--- config.mk ---
export PLATFORM = sky130hd
export DESIGN_NAME = pwm_ramp_ctrl_flat
export DESIGN_NICKNAME = d
export VERILOG_FILES = /design/src/rtl/pwm_ramp_ctrl_pkg.sv /design/src/rtl/pwm_ramp_ctrl_if.sv /design/src/rtl/pwm_step_calc.sv /design/src/rtl/pwm_ramp_ctrl.sv /design/src/flat_wrapper.sv
export SDC_FILE = /design/constraint.sdc
export NUM_CORES = 1
export LEC_CHECK = 0
export ABC_AREA = 1
export BUFFER_PORTS_ARGS = -buffer_cell sky130_fd_sc_hd__buf_4
export CAP_MARGIN = 10
export CORE_AREA = 2 2 61 120
export CTS_CLUSTER_DIAMETER = 100
export CTS_CLUSTER_SIZE = 24
export DETAILED_ROUTE_END_ITERATION = 16
export DIE_AREA = 0 0 63 122
export PLACE_DENSITY_LB_ADDON = 0.08
export SKIP_LAST_GASP = 1
export SYNTH_ARGS = -nofsm -noshare
export SYNTH_HDL_FRONTEND = slang
export SYNTH_HIERARCHICAL = 1
export SYNTH_SLANG_ARGS = --single-unit
--- constraint.sdc ---
create_clock -name clk -period 3.9 [get_ports clk]
set_clock_uncertainty 0.15 [all_clocks]
set_input_delay 1.17 -clock clk [delete_from_list [all_inputs] [get_ports clk]]
set_output_delay 1.17 -clock clk [all_outputs]
set_load 0.02 [all_outputs]
--- src/rtl/pwm_ramp_ctrl_pkg.sv ---
// Shared types for the PWM ramp sequencer: FSM state encoding and default widths.
package pwm_ramp_ctrl_pkg;

  localparam int PWMC_WIDTH_DEF      = 4;
  localparam int PWMC_HOLD_WIDTH_DEF = 8;

  typedef enum logic [1:0] {
    PWMC_IDLE = 2'd0,
    PWMC_ARM  = 2'd1,
    PWMC_RAMP = 2'd2
  } pwmc_state_t;

endpackage

--- src/rtl/pwm_ramp_ctrl_if.sv ---
// Command port of the PWM ramp sequencer: one valid/ready channel plus an abort strobe.
interface pwm_ramp_ctrl_if #(
    parameter int WIDTH      = 4,
    parameter int HOLD_WIDTH = 8
);
    // A command transfers on a posedge with cmd_valid && cmd_ready; fields are only sampled then.
    logic                  cmd_valid;
    logic                  cmd_ready;
    logic [WIDTH-1:0]      cmd_wave_length;
    logic [WIDTH-1:0]      cmd_target;
    logic [WIDTH-1:0]      cmd_step;
    logic [HOLD_WIDTH-1:0] cmd_hold;
    logic                  abort;

    modport master (
        output cmd_valid, cmd_wave_length, cmd_target, cmd_step, cmd_hold, abort,
        input  cmd_ready
    );

    modport slave (
        input  cmd_valid, cmd_wave_length, cmd_target, cmd_step, cmd_hold, abort,
        output cmd_ready
    );
endinterface

--- src/rtl/pwm_step_calc.sv ---
// Saturating one-step move of a PWM high_time toward a target; never overshoots or wraps.
module pwm_step_calc #(
    parameter int WIDTH = 4
) (
    input  logic [WIDTH-1:0] cur,
    input  logic [WIDTH-1:0] target,
    input  logic [WIDTH-1:0] step,
    output logic [WIDTH-1:0] next,
    output logic             at_target
);
    logic [WIDTH:0] gap_up;
    logic [WIDTH:0] gap_dn;

    // Gaps are taken one bit wider so the compare against step cannot wrap.
    assign gap_up = {1'b0, target} - {1'b0, cur};
    assign gap_dn = {1'b0, cur} - {1'b0, target};

    always_comb begin
        next = cur;
        if (step == '0) begin
            next = target;
        end else if (cur < target) begin
            next = (gap_up <= {1'b0, step}) ? target : cur + step;
        end else if (cur > target) begin
            next = (gap_dn <= {1'b0, step}) ? target : cur - step;
        end
    end

    assign at_target = (next == target);
endmodule

--- src/rtl/pwm_ramp_ctrl.sv ---
// Ramps a pwm's high_time toward a commanded target, updating only on pwm period boundaries.
module pwm_ramp_ctrl
    import pwm_ramp_ctrl_pkg::*;
#(
    parameter int WIDTH      = PWMC_WIDTH_DEF,
    parameter int HOLD_WIDTH = PWMC_HOLD_WIDTH_DEF
) (
    input  logic              clk,
    input  logic              reset,
    pwm_ramp_ctrl_if.slave    cmd,
    input  logic              pwm_last_cycle,
    output logic [WIDTH-1:0]  pwm_wave_length,
    output logic [WIDTH-1:0]  pwm_high_time,
    output logic              busy,
    output logic              done,
    output pwmc_state_t       state_dbg
);
    pwmc_state_t           state;
    pwmc_state_t           state_nxt;
    logic [WIDTH-1:0]      lat_wave;
    logic [WIDTH-1:0]      lat_target;
    logic [WIDTH-1:0]      lat_step;
    logic [HOLD_WIDTH-1:0] lat_hold;
    logic [HOLD_WIDTH-1:0] hold_cnt;
    logic [WIDTH-1:0]      next_high;
    logic                  at_target;
    logic                  update;
    logic                  load_wave;
    logic                  hold_dec;
    logic                  accept;

    pwm_step_calc #(.WIDTH(WIDTH)) u_step (
        .cur       (pwm_high_time),
        .target    (lat_target),
        .step      (lat_step),
        .next      (next_high),
        .at_target (at_target)
    );

    assign accept    = cmd.cmd_valid && cmd.cmd_ready;
    assign state_dbg = state;

    always_ff @(posedge clk or posedge reset) begin
        if (reset) state <= PWMC_IDLE;
        else       state <= state_nxt;
    end

    always_comb begin
        state_nxt = state;
        unique case (state)
            PWMC_IDLE: if (cmd.cmd_valid) state_nxt = PWMC_ARM;
            PWMC_ARM, PWMC_RAMP: begin
                if (cmd.abort)   state_nxt = PWMC_IDLE;
                else if (update) state_nxt = at_target ? PWMC_IDLE : PWMC_RAMP;
            end
            default:             state_nxt = PWMC_IDLE;
        endcase
    end

    // Abort has priority over a coincident period boundary: that edge applies nothing.
    always_comb begin
        cmd.cmd_ready = (state == PWMC_IDLE);
        busy          = (state != PWMC_IDLE);
        update        = 1'b0;
        load_wave     = 1'b0;
        hold_dec      = 1'b0;
        unique case (state)
            PWMC_ARM: begin
                if (!cmd.abort && pwm_last_cycle) begin
                    update    = 1'b1;
                    load_wave = 1'b1;
                end
            end
            PWMC_RAMP: begin
                if (!cmd.abort && pwm_last_cycle) begin
                    if (hold_cnt <= HOLD_WIDTH'(1)) update   = 1'b1;
                    else                            hold_dec = 1'b1;
                end
            end
            default: ;
        endcase
    end

    always_ff @(posedge clk or posedge reset) begin
        if (reset) begin
            lat_wave        <= '0;
            lat_target      <= '0;
            lat_step        <= '0;
            lat_hold        <= '0;
            hold_cnt        <= '0;
            pwm_wave_length <= '0;
            pwm_high_time   <= '0;
            done            <= 1'b0;
        end else begin
            done <= update && at_target;
            if (accept) begin
                lat_wave   <= cmd.cmd_wave_length;
                lat_target <= cmd.cmd_target;
                lat_step   <= cmd.cmd_step;
                lat_hold   <= (cmd.cmd_hold == '0) ? HOLD_WIDTH'(1) : cmd.cmd_hold;
            end
            if (load_wave) pwm_wave_length <= lat_wave;
            if (update) begin
                pwm_high_time <= next_high;
                hold_cnt      <= lat_hold;
            end else if (hold_dec) begin
                hold_cnt <= hold_cnt - HOLD_WIDTH'(1);
            end
        end
    end
endmodule
--- src/flat_wrapper.sv ---
// flat-port wrapper written by rule: the top's interface ports become plain ports
module pwm_ramp_ctrl_flat import pwm_ramp_ctrl_pkg::*;
#(
    parameter int WIDTH      = PWMC_WIDTH_DEF,
    parameter int HOLD_WIDTH = PWMC_HOLD_WIDTH_DEF
)
  (clk, reset, pwm_last_cycle, pwm_wave_length, pwm_high_time, busy, done, state_dbg, cmd_cmd_valid, cmd_cmd_wave_length, cmd_cmd_target, cmd_cmd_step, cmd_cmd_hold, cmd_abort, cmd_cmd_ready);
  pwm_ramp_ctrl_if #(.WIDTH(WIDTH), .HOLD_WIDTH(HOLD_WIDTH)) cmd_i ();
  input  logic clk;
  input  logic reset;
  input  logic pwm_last_cycle;
  output logic [WIDTH-1:0] pwm_wave_length;
  output logic [WIDTH-1:0] pwm_high_time;
  output logic busy;
  output logic done;
  output pwmc_state_t state_dbg;
  input wire logic [$bits(cmd_i.cmd_valid)-1:0] cmd_cmd_valid;
  input wire logic [$bits(cmd_i.cmd_wave_length)-1:0] cmd_cmd_wave_length;
  input wire logic [$bits(cmd_i.cmd_target)-1:0] cmd_cmd_target;
  input wire logic [$bits(cmd_i.cmd_step)-1:0] cmd_cmd_step;
  input wire logic [$bits(cmd_i.cmd_hold)-1:0] cmd_cmd_hold;
  input wire logic [$bits(cmd_i.abort)-1:0] cmd_abort;
  output wire logic [$bits(cmd_i.cmd_ready)-1:0] cmd_cmd_ready;
  assign cmd_i.cmd_valid = cmd_cmd_valid;
  assign cmd_i.cmd_wave_length = cmd_cmd_wave_length;
  assign cmd_i.cmd_target = cmd_cmd_target;
  assign cmd_i.cmd_step = cmd_cmd_step;
  assign cmd_i.cmd_hold = cmd_cmd_hold;
  assign cmd_i.abort = cmd_abort;
  assign cmd_cmd_ready = cmd_i.cmd_ready;
  pwm_ramp_ctrl #(.WIDTH(WIDTH), .HOLD_WIDTH(HOLD_WIDTH)) u_core (.clk(clk), .reset(reset), .cmd(cmd_i), .pwm_last_cycle(pwm_last_cycle), .pwm_wave_length(pwm_wave_length), .pwm_high_time(pwm_high_time), .busy(busy), .done(done), .state_dbg(state_dbg));
endmodule
# [Yosys cells after proc, flatten, opt, wreduce, memory -nomap -nowiden]
# Index checks and enable logic that the tools add are counted.
[totals] regBits=39 in_bits=25 out_inout_bits=13 wordCells=56
[classes] addsub=5 order_cmp=5 n_eq_ne=5 n_mux=21 n_reduce_logical=11
[op_table] operator="$mux W8" n=3
[op_table] operator="$mux W4" n=5
[op_table] operator="$le A5 B4 Y1" n=2
[op_table] operator="$sub A4 B4 Y5" n=2
[op_table] operator="$le A8 B1 Y1 const B" n=1
[op_table] operator="$logic_not A8 Y1" n=1
[op_table] operator="$mux W2" n=4
[op_table] operator="$sub A8 B1 Y8 const B" n=1
[op_table] operator="$mux W1" n=7
[op_table] operator="$add A4 B4 Y4" n=1
[op_table] operator="$eq A4 B4 Y1" n=1
[op_table] operator="$gt A4 B4 Y1" n=1
[op_table] operator="$logic_not A4 Y1" n=1
[op_table] operator="$lt A4 B4 Y1" n=1
[op_table] operator="$pmux W2 S2" n=1
[op_table] operator="$reduce_bool A2 Y1" n=2
[op_table] operator="$sub A4 B4 Y4" n=1
[op_table] operator="$logic_and A1 B1 Y1" n=3
[op_table] operator="$ne A3 B2 Y1 const B" n=1
[op_table] operator="$eq A2 B1 Y1 const B" n=1
[op_table] operator="$eq A2 B2 Y1 const B" n=1
[op_table] operator="$logic_not A2 Y1" n=1
[op_table] operator="$ne A2 B2 Y1 const B" n=1
[op_table] operator="$pmux W1 S2" n=1
[op_table] operator="other kinds (3)" n=3

# [Longest topological paths before layout]
# Gate-level depths: netlist of run 1.
[depth] word_depth=11 mapped_depth=26 ltp_nobuf=25

# [Hierarchy]
# The synthesis of run 1 kept the hierarchy.
[modules_own_cells] mod="pwm_ramp_ctrl" n_inst=1 cells_per_inst=232 area_each_um2=1900.6 seq_area_each_um2=975.9
[modules_own_cells] mod="pwm_step_calc" n_inst=1 cells_per_inst=171 area_each_um2=1073.5 seq_area_each_um2=0.0

# [Least setup slack after synthesis of run 1]
# Ideal clock, no wire load.
[synth_timing] kind="reg-to-reg" from="register u_core.pwm_high_time[1]" to="register u_core.state[1], in the netlist u_core/state_dbg[1]" setup_time_ps=66 t_arrival_ps=3186 required_time_ps=3684 setup_slack_ps=498 stages_incl_launch_ff=26 n_path_buf=0 synth_period_minus_slack_ps=3402 cell_sequence="dfrtp_1 -> inv_1 -> ha_1 -> nand2_4 -> nor2_4 -> nor2_2 -> xor2_1 -> inv_1 -> ha_1 -> nand4_1 -> nand3_1 -> nand2_1 -> nand2_2 -> nand2_1 -> nand3_1 -> nand2_1 -> nand2_1 -> nand2_2 -> nand2_2 -> nand2_1 -> nand2_1 -> nand2_1 -> nor2_2 -> nor4_1 -> o211ai_1 -> nand2_1"
[synth_via] elab_chain_cells=11 word_cells_on_any_way=18 classes_between="add/sub: 4; order compare: 4; eq/ne: 1; mux: 9"
[synth_rtl] item="start, declared" line_no="pwm_ramp_ctrl.sv:13" text="output logic [WIDTH-1:0] pwm_high_time,"
[synth_rtl] item="start signal, assigned" line_no="pwm_ramp_ctrl.sv:104" text="pwm_high_time <= next_high;"
[synth_rtl] item="$sub A4 B4 Y5" line_no="pwm_step_calc.sv:16" text="assign gap_dn = {1'b0, cur} - {1'b0, target};"
[synth_rtl] item="$le A5 B4 Y1" line_no="pwm_step_calc.sv:25" text="next = (gap_dn <= {1'b0, step}) ? target : cur - step;"
[synth_rtl] item="$mux W4" line_no="pwm_step_calc.sv:25"
[synth_rtl] item="$mux W4" line_no="pwm_step_calc.sv:24" text="end else if (cur > target) begin"
[synth_rtl] item="$mux W4 (*)" line_no="pwm_step_calc.sv:22" text="end else if (cur < target) begin"
[synth_rtl] item="$mux W4 (*)" line_no="pwm_step_calc.sv:20" text="if (step == '0) begin"
[synth_rtl] item="named net u_core.next_high[0]" line_no="pwm_ramp_ctrl.sv:25" text="logic [WIDTH-1:0] next_high;"
[synth_rtl] item="$eq A4 B4 Y1 (*)" line_no="pwm_step_calc.sv:29" text="assign at_target = (next == target);"
[synth_rtl] item="named net u_core.at_target" line_no="pwm_ramp_ctrl.sv:26" text="logic at_target;"
[synth_rtl] item="$mux W2 (*) (2 in series)" line_no="pwm_ramp_ctrl.sv:54" text="else if (update) state_nxt = at_target ? PWMC_IDLE : PWMC_RAMP;"
[synth_rtl] item="$mux W2 (*)" line_no="pwm_ramp_ctrl.sv:53" text="if (cmd.abort) state_nxt = PWMC_IDLE;"
[synth_rtl] item="$pmux W2 S2 (*)" line_no="pwm_ramp_ctrl.sv:50" text="unique case (state)"
[synth_rtl] item="end signal, assigned" line_no="pwm_ramp_ctrl.sv:45" text="else state <= state_nxt;"
[synth_rtl] item="end, declared" line_no="pwm_ramp_ctrl.sv:18" text="pwmc_state_t state;"
# The timed path passes the listed nets; every way through them passes the cells marked *. The select of a mux whose other input is x is not followed.
# A chain may end at the register's enable or synchronous reset.

# [Final worst setup path of run 1]
[layout_timing] from="register u_core.pwm_high_time[0]" to="register u_core.state[1], in the netlist u_core/state_dbg[1]"
[layout_via] elab_chain_cells=11 word_cells_on_any_way=18 classes_between="add/sub: 4; order compare: 4; eq/ne: 1; mux: 9"
[layout_rtl] item="$sub A4 B4 Y5" line_no="pwm_step_calc.sv:16"
[layout_rtl] item="$le A5 B4 Y1" line_no="pwm_step_calc.sv:25"
[layout_rtl] item="$mux W4" line_no="pwm_step_calc.sv:25"
[layout_rtl] item="$mux W4" line_no="pwm_step_calc.sv:24"
[layout_rtl] item="$mux W4 (*)" line_no="pwm_step_calc.sv:22"
[layout_rtl] item="$mux W4 (*)" line_no="pwm_step_calc.sv:20"
[layout_rtl] item="$eq A4 B4 Y1 (*)" line_no="pwm_step_calc.sv:29"
[layout_rtl] item="named net u_core.at_target" line_no="pwm_ramp_ctrl.sv:26"
[layout_rtl] item="$mux W2 (*) (2 in series)" line_no="pwm_ramp_ctrl.sv:54"
[layout_rtl] item="$mux W2 (*)" line_no="pwm_ramp_ctrl.sv:53"
[layout_rtl] item="$pmux W2 S2 (*)" line_no="pwm_ramp_ctrl.sv:50"
# Marked as above.

==> results.yml, run 1 <==
sta:
  slew_headroom_pct: 57.4
  setup_viol_count_final: 0
  max_freq_ghz: 0.286
  rsz0062_at_grt: "no"
  worstMarginPinSlew_ns: 0.633
  setup_tns_ns: 0
  fin_crit_ns: 3.50
  slew_viol_final: 0
  fin_crit_sh_pct: 89.7
  hold_viol_final: 0
floorplan:
  start_util_pct: 43.5
  die_h_um: 122
  io_pins: 38
  fp.coreArea_mm2: 0.00683
  die_area_mm2: 0.00769
  die_x_um: 63
  rows: 43
final_layout:
  final_nets: 498
  areaGrowthSynthToFinish_pct: 17.9
  final_core_util_pct: 51.3
  antenna_cells: 0
  drive_gt1_share_pct: 18.5
logic_synthesis:
  synth-seq-cells: 39
  synth_nets: 459
  netlist_instances: 403
  avgSynthCellArea_um2: 7.38
  yosysUniqueCellTypes: 34
  netlist_area_mm2: 0.00297
  yosysWarnings: 6
  ys_seq_area_share_pct: 32.8
min_path:
  min_from: "u_core/lat_hold[7]"
  min_path_type: "reg -> reg"
  hold_end: "u_core/lat_hold[7]"
  hold_depth: 2
critical_path:
  crit_path_max_incr_delay_ns: 0.53
  r2r-end: "u_core/state_dbg[1]"
  rrSetupSlack_ns: 0.40
  critPathTopFamily: "simple AND/OR/NAND/NOR gates"
  critPathKind: "reg -> reg"
  crit_top_cell: "nand2_1"
  crit_required_ns: 3.97
  crit_fanout: 6
  path_cells: "buf_4 -> ha_1 -> fa_2 -> inv_1 -> ha_1 -> nand2_1 -> nand2_1 -> nand2_1 -> nand2_1 -> nand2_1 -> nand2_2 -> a21oi_1 -> o21ai_0 -> nand2_1 -> nand3_1 -> nand2_1 -> inv_1 -> nand2_1 -> nor2_2 -> nor4_1 -> o211ai_1 -> nand2_1"
  cp_slowest_cell: "fa_2"
  r2r-start: "u_core/pwm_high_time[0]"
  worst_setup_path_end_kind: "register"
  cp.arrival_ns: 3.57
  path_buf_inv: 3
  startpoint_type: "register"
  reg2regPathDepth: 22
drt:
  via_per_inst: 4.96
  avgRoutedWirePerCell_um: 12.6
  drc: 0
  postRouteAntennaNets: 0
  drt-total-wl_um: 6710
  dr.pass1.iters: 4
  dr.first_iter.drc_count: 108
  vias: 2645
placed_design:
  hpwlAfterDp_um: 5430
  numPortBuffers: 37
  gp_congestion: 0.902
global_route:
  antenna_found_initial: 0
  grt_max_degree: 25
  grt_pass1_wl_um: 12200
  grt_pass1_vias: 2739
  grtUsageTotal_pct: 19.6
  overflow: 0
flow_run:
  max-cap-violations: 0
cts:
  clockBufferDepth: 2
  clkSinkCount: 39
  path_clk_slew_ns: 0.06
  htreeDepth: 2
  cts_root_buffer: "clkbuf_16"
  ctsHoldBuffers: 0
  clock_latency_ns: 0.28
  cts_buffers: 5
  cts_tree: "built"
outcome:
  status: "finished, final reports clean"
## how the worst max path moves through the flow
stage / cells past startpoint / slack (ns) / start / endpoint
after global routing: 25 / 0.03 / u_core/pwm_high_time[0] / u_core/state_dbg[1]
final: 22 / 0.40 / u_core/pwm_high_time[0] / u_core/state_dbg[1]
after floorplan: 25 / 0.50 / u_core/pwm_high_time[1] / u_core/state_dbg[1]
after global placement: 23 / 0.17 / u_core/pwm_high_time[2] / u_core/state_dbg[1]
after detailed placement: 23 / 0.11 / u_core/pwm_high_time[2] / u_core/state_dbg[1]
after CTS: 23 / 0.08 / u_core/pwm_high_time[2] / u_core/state_dbg[1]
## registers in the layout, indices dropped and copies added (netlist names)
name	flops
u_core/lat_target	4
u_core/pwm_wave_length	4
u_core/done	1
u_core/lat_hold	8
u_core/state_dbg	2
u_core/lat_step	4
u_core/lat_wave	4
u_core/pwm_high_time	4
u_core/hold_cnt	8
## cell usage after synthesis, drive strengths merged
library cell | n | area [um^2]
nand2 | 129 | 519
inv | 63 | 236
nand3 | 50 | 255
dfrtp | 39 | 976
ha | 27 | 338
o21ai | 25 | 144
nor2 | 17 | 88.8
a21oi | 11 | 58.8
xor2 | 8 | 70.1
nand4 | 7 | 43.8
buf | 6 | 47.5
clkbuf | 4 | 16.3
fa | 4 | 80.1
xnor2 | 4 | 35.0
o211ai | 3 | 22.5
nor4 | 2 | 18.8
clkinv | 1 | 3.75
nor3 | 1 | 5.00
o2111ai | 1 | 8.76
or2 | 1 | 6.26
## layout make-up
cell class              count  area [um^2]
clock buffers               5          125
clock inverters             3         23.8
fillers                   712         3330
inverters                  64          240
multi-input cells         290         1710
flip-flops and latches     39          978
well taps                  90          113
repair buffers             42          315
## per-stage QoR
stage,hold WS (ns),cell area [um^2],setup slack (ns),cells
floorplan,0.304,2970,0.498,403
global placement,0.319,3340,0.169,525
detailed placement,0.326,3340,0.106,525
CTS,0.341,3490,0.0848,533
global route,0.363,3510,0.0320,533
finish,0.336,3510,0.403,533
## cell usage in the layout (no fill, tap or decap), types with 2 or more instances in the layout
master | netlist | final
a21oi_1 | 10 | 10
buf_4 | 2 | 42
clkbuf_16 | 0 | 5
clkinvlp_4 | 0 | 2
dfrtp_1 | 39 | 37
dfrtp_2 | 0 | 2
fa_1 | 4 | 3
ha_1 | 27 | 26
inv_1 | 59 | 59
inv_2 | 4 | 4
nand2_1 | 119 | 118
nand2_2 | 8 | 9
nand2_4 | 2 | 2
nand3_1 | 49 | 49
nand4_1 | 7 | 7
nor2_1 | 11 | 11
nor2_2 | 4 | 4
nor2_4 | 2 | 2
o211ai_1 | 3 | 3
o21ai_0 | 19 | 18
o21ai_1 | 3 | 4
o21ai_2 | 2 | 2
xnor2_1 | 4 | 4
xor2_1 | 8 | 8
## cell families after synthesis
kind of cell | count (synthesis) | share of synthesized area (%)
flops | 39 | 32.8
fa+ha+maj | 31 | 14.1
compound gates | 40 | 7.87
simple gates | 207 | 31.5
xor+xnor | 12 | 3.53
buf+inv | 74 | 10.2
## layer usage
layer | GRT usage [%] | routed length, um | up-vias
met5 | 0 | 0 | -
met3 | 2.49 | 237 | 12
li1 | - | - | 1355
met2 | 34.0 | 3410 | 58
met4 | 7.50 | 140 | 0
met1 | 24.6 | 2920 | 1220
## worst min-delay path, stage by stage, from the launching register on
cell,delay [ns]
dfrtp_1,0.35
nand2_1,0.05
o21ai_0,0.05
## timing repair
action | in CTS | in global routing
setup buffers | 0 | 0
gates resized for setup | 0 | 7
setup endpoints to repair | 0 | 2
Power of run 1 is not shown: default switching activity piles up to over one toggle a cycle in this logic, so the estimate is an artifact.
==> run 2, diff against run 1 <==
BUFFER_PORTS_ARGS = unset   (was -buffer_cell sky130_fd_sc_hd__buf_4)
DONT_BUFFER_PORTS = 1   (was unset)
==> run 2 against run 1 <==
Register-to-register slack got worse by 0.08 ns. Cell area decreased by 7.7%. Critical path depth increased by 3. Final cell count decreased by 6.6%. Critical endpoint unchanged.
==> results.yml, run 2 (synthesized netlist as in run 1, its figures left out) <==
drt:
  postRouteAntennaNets: 0
  vias: 2513
  via_per_inst: 5.05
  drc: 0
  avgRoutedWirePerCell_um: 13.6
  dr.pass1.iters: 4
  dr.first_iter.drc_count: 170
  drt-total-wl_um: 6750
min_path:
  min_from: "u_core/lat_hold[7]"
  min_path_type: "reg -> reg"
  hold_end: "u_core/lat_hold[7]"
  hold_depth: 2
outcome:
  status: "finished, final reports clean"
placed_design:
  gp_congestion: 0.895
  numPortBuffers: 0
  hpwlAfterDp_um: 5250
sta:
  fin_crit_ns: 3.58
  worstMarginPinSlew_ns: 0.663
  max_freq_ghz: 0.279
  fin_crit_sh_pct: 91.7
  slew_viol_final: 0
  hold_viol_final: 0
  rsz0062_at_grt: "no"
  slew_headroom_pct: 55.4
  setup_viol_count_final: 0
  hold_ws_ns: 0.339
  setup_tns_ns: 0
final_layout:
  final_core_util_pct: 47.4
  drive_gt1_share_pct: 11.3
  areaGrowthSynthToFinish_pct: 8.83
  multi_input_area_mm2: 0.00171
  fillers: 733
  layout.area.seq_um2: 977
  final_cell_mix: "nand2_1 (118), inv_1 (59), nand3_1 (49), dfrtp_1 (38), ha_1 (26)"
  final_nets: 463
  antenna_cells: 0
  final_common_cell: "nand2_1"
  largestRegisters: "u_core/hold_cnt (8), u_core/lat_hold (8)"
cts:
  clkSinkCount: 39
  ctsHoldBuffers: 0
  path_clk_slew_ns: 0.06
  htreeDepth: 2
  clockBufferDepth: 2
  clock_latency_ns: 0.28
  cts_buffers: 5
  cts_root_buffer: "clkbuf_16"
  cts_tree: "built"
critical_path:
  r2r-end: "u_core/state_dbg[1]"
  crit_top_cell: "nand2_1"
  crit_fanout: 5
  worst_setup_path_end_kind: "register"
  r2r-start: "u_core/pwm_high_time[0]"
  reg2regPathDepth: 25
  path_buf_inv: 2
  cp_slowest_cell: "dfrtp_2"
  startpoint_type: "register"
  rrSetupSlack_ns: 0.32
  crit_required_ns: 3.97
  critPathKind: "reg -> reg"
  critPathTopFamily: "simple AND/OR/NAND/NOR gates"
  cp.arrival_ns: 3.65
  crit_path_max_incr_delay_ns: 0.45
global_route:
  grt_max_degree: 40
  antenna_found_initial: 0
  overflow: 0
  grt_pass1_vias: 2483
  grtUsageTotal_pct: 19.3
  grt_pass1_wl_um: 11700
floorplan:
  rows: 43
  fp.coreArea_mm2: 0.00683
  die_area_mm2: 0.00769
  io_pins: 38
  die_h_um: 122
  start_util_pct: 43.5
  die_x_um: 63
flow_run:
  max-cap-violations: 0
[run 2: worst max path at each step]
stage	from	end	slack, ns	cells after the start
after detailed placement	u_core/pwm_high_time[0]	u_core/state_dbg[1]	0.18	25
final	u_core/pwm_high_time[0]	u_core/state_dbg[1]	0.32	25
after CTS	u_core/pwm_high_time[0]	u_core/state_dbg[1]	0.18	25
after global routing	u_core/pwm_high_time[0]	u_core/state_dbg[1]	0.03	24
after global placement	u_core/pwm_high_time[0]	u_core/state_dbg[1]	0.30	25
after floorplan	u_core/pwm_high_time[1]	u_core/state_dbg[1]	0.50	25
[run 2: metal layers]
layer	global-route usage, %	vias up	share of wire (%)
met5	0	-	0
met4	5.69	0	1.4
met3	3.60	7	4.1
met2	32.8	53	49
met1	24.6	1172	46
li1	-	1281	-
[run 2: through the flow]
stage          instances  setup slack, ns  cell area (um^2)
2_1_floorplan        403            0.498              2970
3_3_place_gp         490            0.296              3080
3_5_place_dp         490            0.183              3080
4_1_cts              498            0.178              3220
5_1_grt              498           0.0295              3240
6_report             498            0.322              3240
[run 2: cell type report]
cell class,count,share of cell area (%)
Sequential cell,39,30.2
Timing Repair Buffer,7,1.62
Tap cell,90,3.48
Inverter,64,7.42
Clock inverter,3,0.734
Clock buffer,5,3.87
Multi-Input combinational cell,290,52.7
[run 2: tightest hold or removal path, stage by stage (launching register included)]
cell     delay (ns)
dfrtp_1        0.34
nand2_1        0.05
o21ai_0        0.06
[run 2: what timing repair did]
action / CTS / global route
resized for setup: 0 / 4
buffers inserted: 0 / 0
setup endpoints to repair: 0 / 1
Power of run 2 is left out for the same reason.
==> run 3, diff against run 2 <==
MAX_ROUTING_LAYER = met4   (was unset)
clock period = 3 ns   (was 3.9 ns; I/O delays follow)
==> run 3 against run 2 <==
The run now ends with setup timing left. First-iteration DRC count shrank 15%. Sequential share of layout area decreased by 3.4 points. Non-clock buffer count is 32 higher. Register-to-register slack worse by 0.63 ns. Utilization up 6.3 points. Final cell count rose by 6.4%. Die area unchanged. Fmax grew 8.2%. Critical path depth unchanged. Worst hold slack better by 0.0055 ns. Count of clock-buffer cells in the layout rose by 1. Cell area is 13% higher.
==> results.yml, run 3 (synthesized netlist as in run 1, its figures left out) <==
critical_path:
  worst_setup_path_end_kind: "register"
  crit_fanout: 5
  reg2regPathDepth: 25
  startpoint_type: "register"
  r2r-end: "u_core/state_dbg[1]"
  r2r-start: "u_core/pwm_high_time[0]"
  crit_path_start: "u_core/pwm_high_time[0]"
  endpoint: "u_core/state_dbg[1]"
  cp.arrival_ns: 3.38
  rrSetupSlack_ns: -0.31
  crit_required_ns: 3.07
  critPathKind: "reg -> reg"
floorplan:
  fp.coreArea_mm2: 0.00683
  rows: 43
  die_h_um: 122
  io_pins: 38
  die_area_mm2: 0.00769
  die_x_um: 63
  start_util_pct: 43.5
global_route:
  grt_max_degree: 40
  antenna_found_initial: 0
  grtUsageTotal_pct: 20.4
  grt_pass1_vias: 2613
  grt_pass1_wl_um: 12200
  overflow: 0
drt:
  postRouteAntennaNets: 0
  drt-total-wl_um: 7260
  dr.pass1.iters: 4
  vias: 2673
  avgRoutedWirePerCell_um: 13.7
  dr.first_iter.drc_count: 144
  via_per_inst: 5.04
  drc: 0
cts:
  cts_tree: "built"
  path_clk_slew_ns: 0.06
  ctsHoldBuffers: 0
  clock_latency_ns: 0.28
  clockBufferDepth: 2
  cts_buffers: 5
  htreeDepth: 2
  cts_root_buffer: "clkbuf_16"
  clkSinkCount: 39
sta:
  hold_viol_final: 0
  slew_headroom_pct: 62.7
  rsz0062_at_grt: "yes"
  setup_viol_count_final: 4
  fin_crit_sh_pct: 110
  fin_ws_ns: -0.306
  max_freq_ghz: 0.303
  fin_crit_ns: 3.31
  slew_viol_final: 0
  worstMarginPinSlew_ns: 0.555
final_layout:
  fin_cells: 530
  antenna_cells: 0
  drive_gt1_share_pct: 25.2
  layout.area.seq_um2: 981
  multi_input_area_mm2: 0.00186
  fillers: 698
  final_cell_mix: "nand2_1 (107), inv_1 (55), nand3_1 (43), buf_4 (38), dfrtp_1 (35)"
  final_nets: 495
  final_common_cell: "nand2_1"
  largestRegisters: "u_core/hold_cnt (8), u_core/lat_hold (8)"
  final_core_util_pct: 53.7
  areaGrowthSynthToFinish_pct: 23.3
min_path:
  min_path_type: "reg -> reg"
flow_run:
  max-cap-violations: 0
placed_design:
  numPortBuffers: 0
  gp_congestion: 0.894
  placedCellCount: 514
  hpwlAfterDp_um: 5520
outcome:
  status: "complete, but fails checks"
  violations: "setup timing"
-- run 3: changes by cell type in the layout (fill, tap and decap cells not counted), sizes merged --
cell	before	now
buf	7	39
bufinv	0	1
clkbuf	5	6
clkinvlp	2	0
-- run 3: metrics by stage --
stage / hold slack (ns) / cell area [um^2] / TNS (ns) / setup WS [ns]
6_report: 0.344 / 3670 / -0.865 / -0.306
5_1_grt: 0.361 / 3670 / -1.82 / -0.499
4_1_cts: 0.348 / 3550 / -0.512 / -0.246
3_5_place_dp: 0.332 / 3310 / -0.399 / -0.297
3_3_place_gp: 0.320 / 3310 / -0.455 / -0.292
2_1_floorplan: 0.304 / 3030 / -0.0953 / -0.0953
-- run 3: critical path, cell delays in order, from the launching register on --
cell	delay, ns
dfrtp_2	0.43
inv_2	0.09
ha_4	0.14
inv_2	0.04
fa_2	0.38
xor2_1	0.15
ha_1	0.33
nand2_1	0.09
nand2_1	0.06
nand2_1	0.07
nand3_2	0.08
nand2_4	0.11
nand2_4	0.06
nand2_2	0.07
nand3_2	0.07
nand2_2	0.08
nand2_2	0.05
nand2_2	0.07
nand2_2	0.05
nand2_1	0.05
nand2_1	0.04
nand2_1	0.07
nor2_2	0.05
nor4_2	0.26
o211ai_1	0.12
nand2_1	0.07
-- run 3: worst min path at each step --
stage,start,endpoint,cells past startpoint
2_1_floorplan,u_core/lat_hold[1],u_core/lat_hold[1],2
3_3_place_gp,u_core/lat_hold[3],u_core/lat_hold[3],2
3_5_place_dp,u_core/lat_hold[3],u_core/lat_hold[3],2
4_1_cts,u_core/lat_hold[5],u_core/lat_hold[5],2
5_1_grt,u_core/lat_hold[1],u_core/lat_hold[1],2
6_report,u_core/lat_hold[5],u_core/lat_hold[5],2
-- run 3: area by class of cell --
cell class / instances / area share (%)
multi-input cells: 290 / 50.7
flip-flops and latches: 39 / 26.8
repair buffers: 39 / 8.09
inverters: 64 / 6.55
clock buffers: 6 / 3.79
well taps: 90 / 3.07
clock inverters: 2 / 1.06
-- run 3: routing by layer --
metal	share of wire, %	vias to the layer above	track usage (%)
met5	0	-	-
met4	1.4	0	6.67
met3	3.4	11	2.68
met2	51	53	33.5
met1	44	1257	25.9
li1	-	1352	-
-- run 3: what timing repair did --
action / CTS / global route
buffers inserted: 4 / 4
gates cloned: 0 / 0
pin swaps: 5 / 17
resized for setup: 6 / 23
setup endpoints to repair: 3 / 6
Power of run 3 is left out for the same reason.
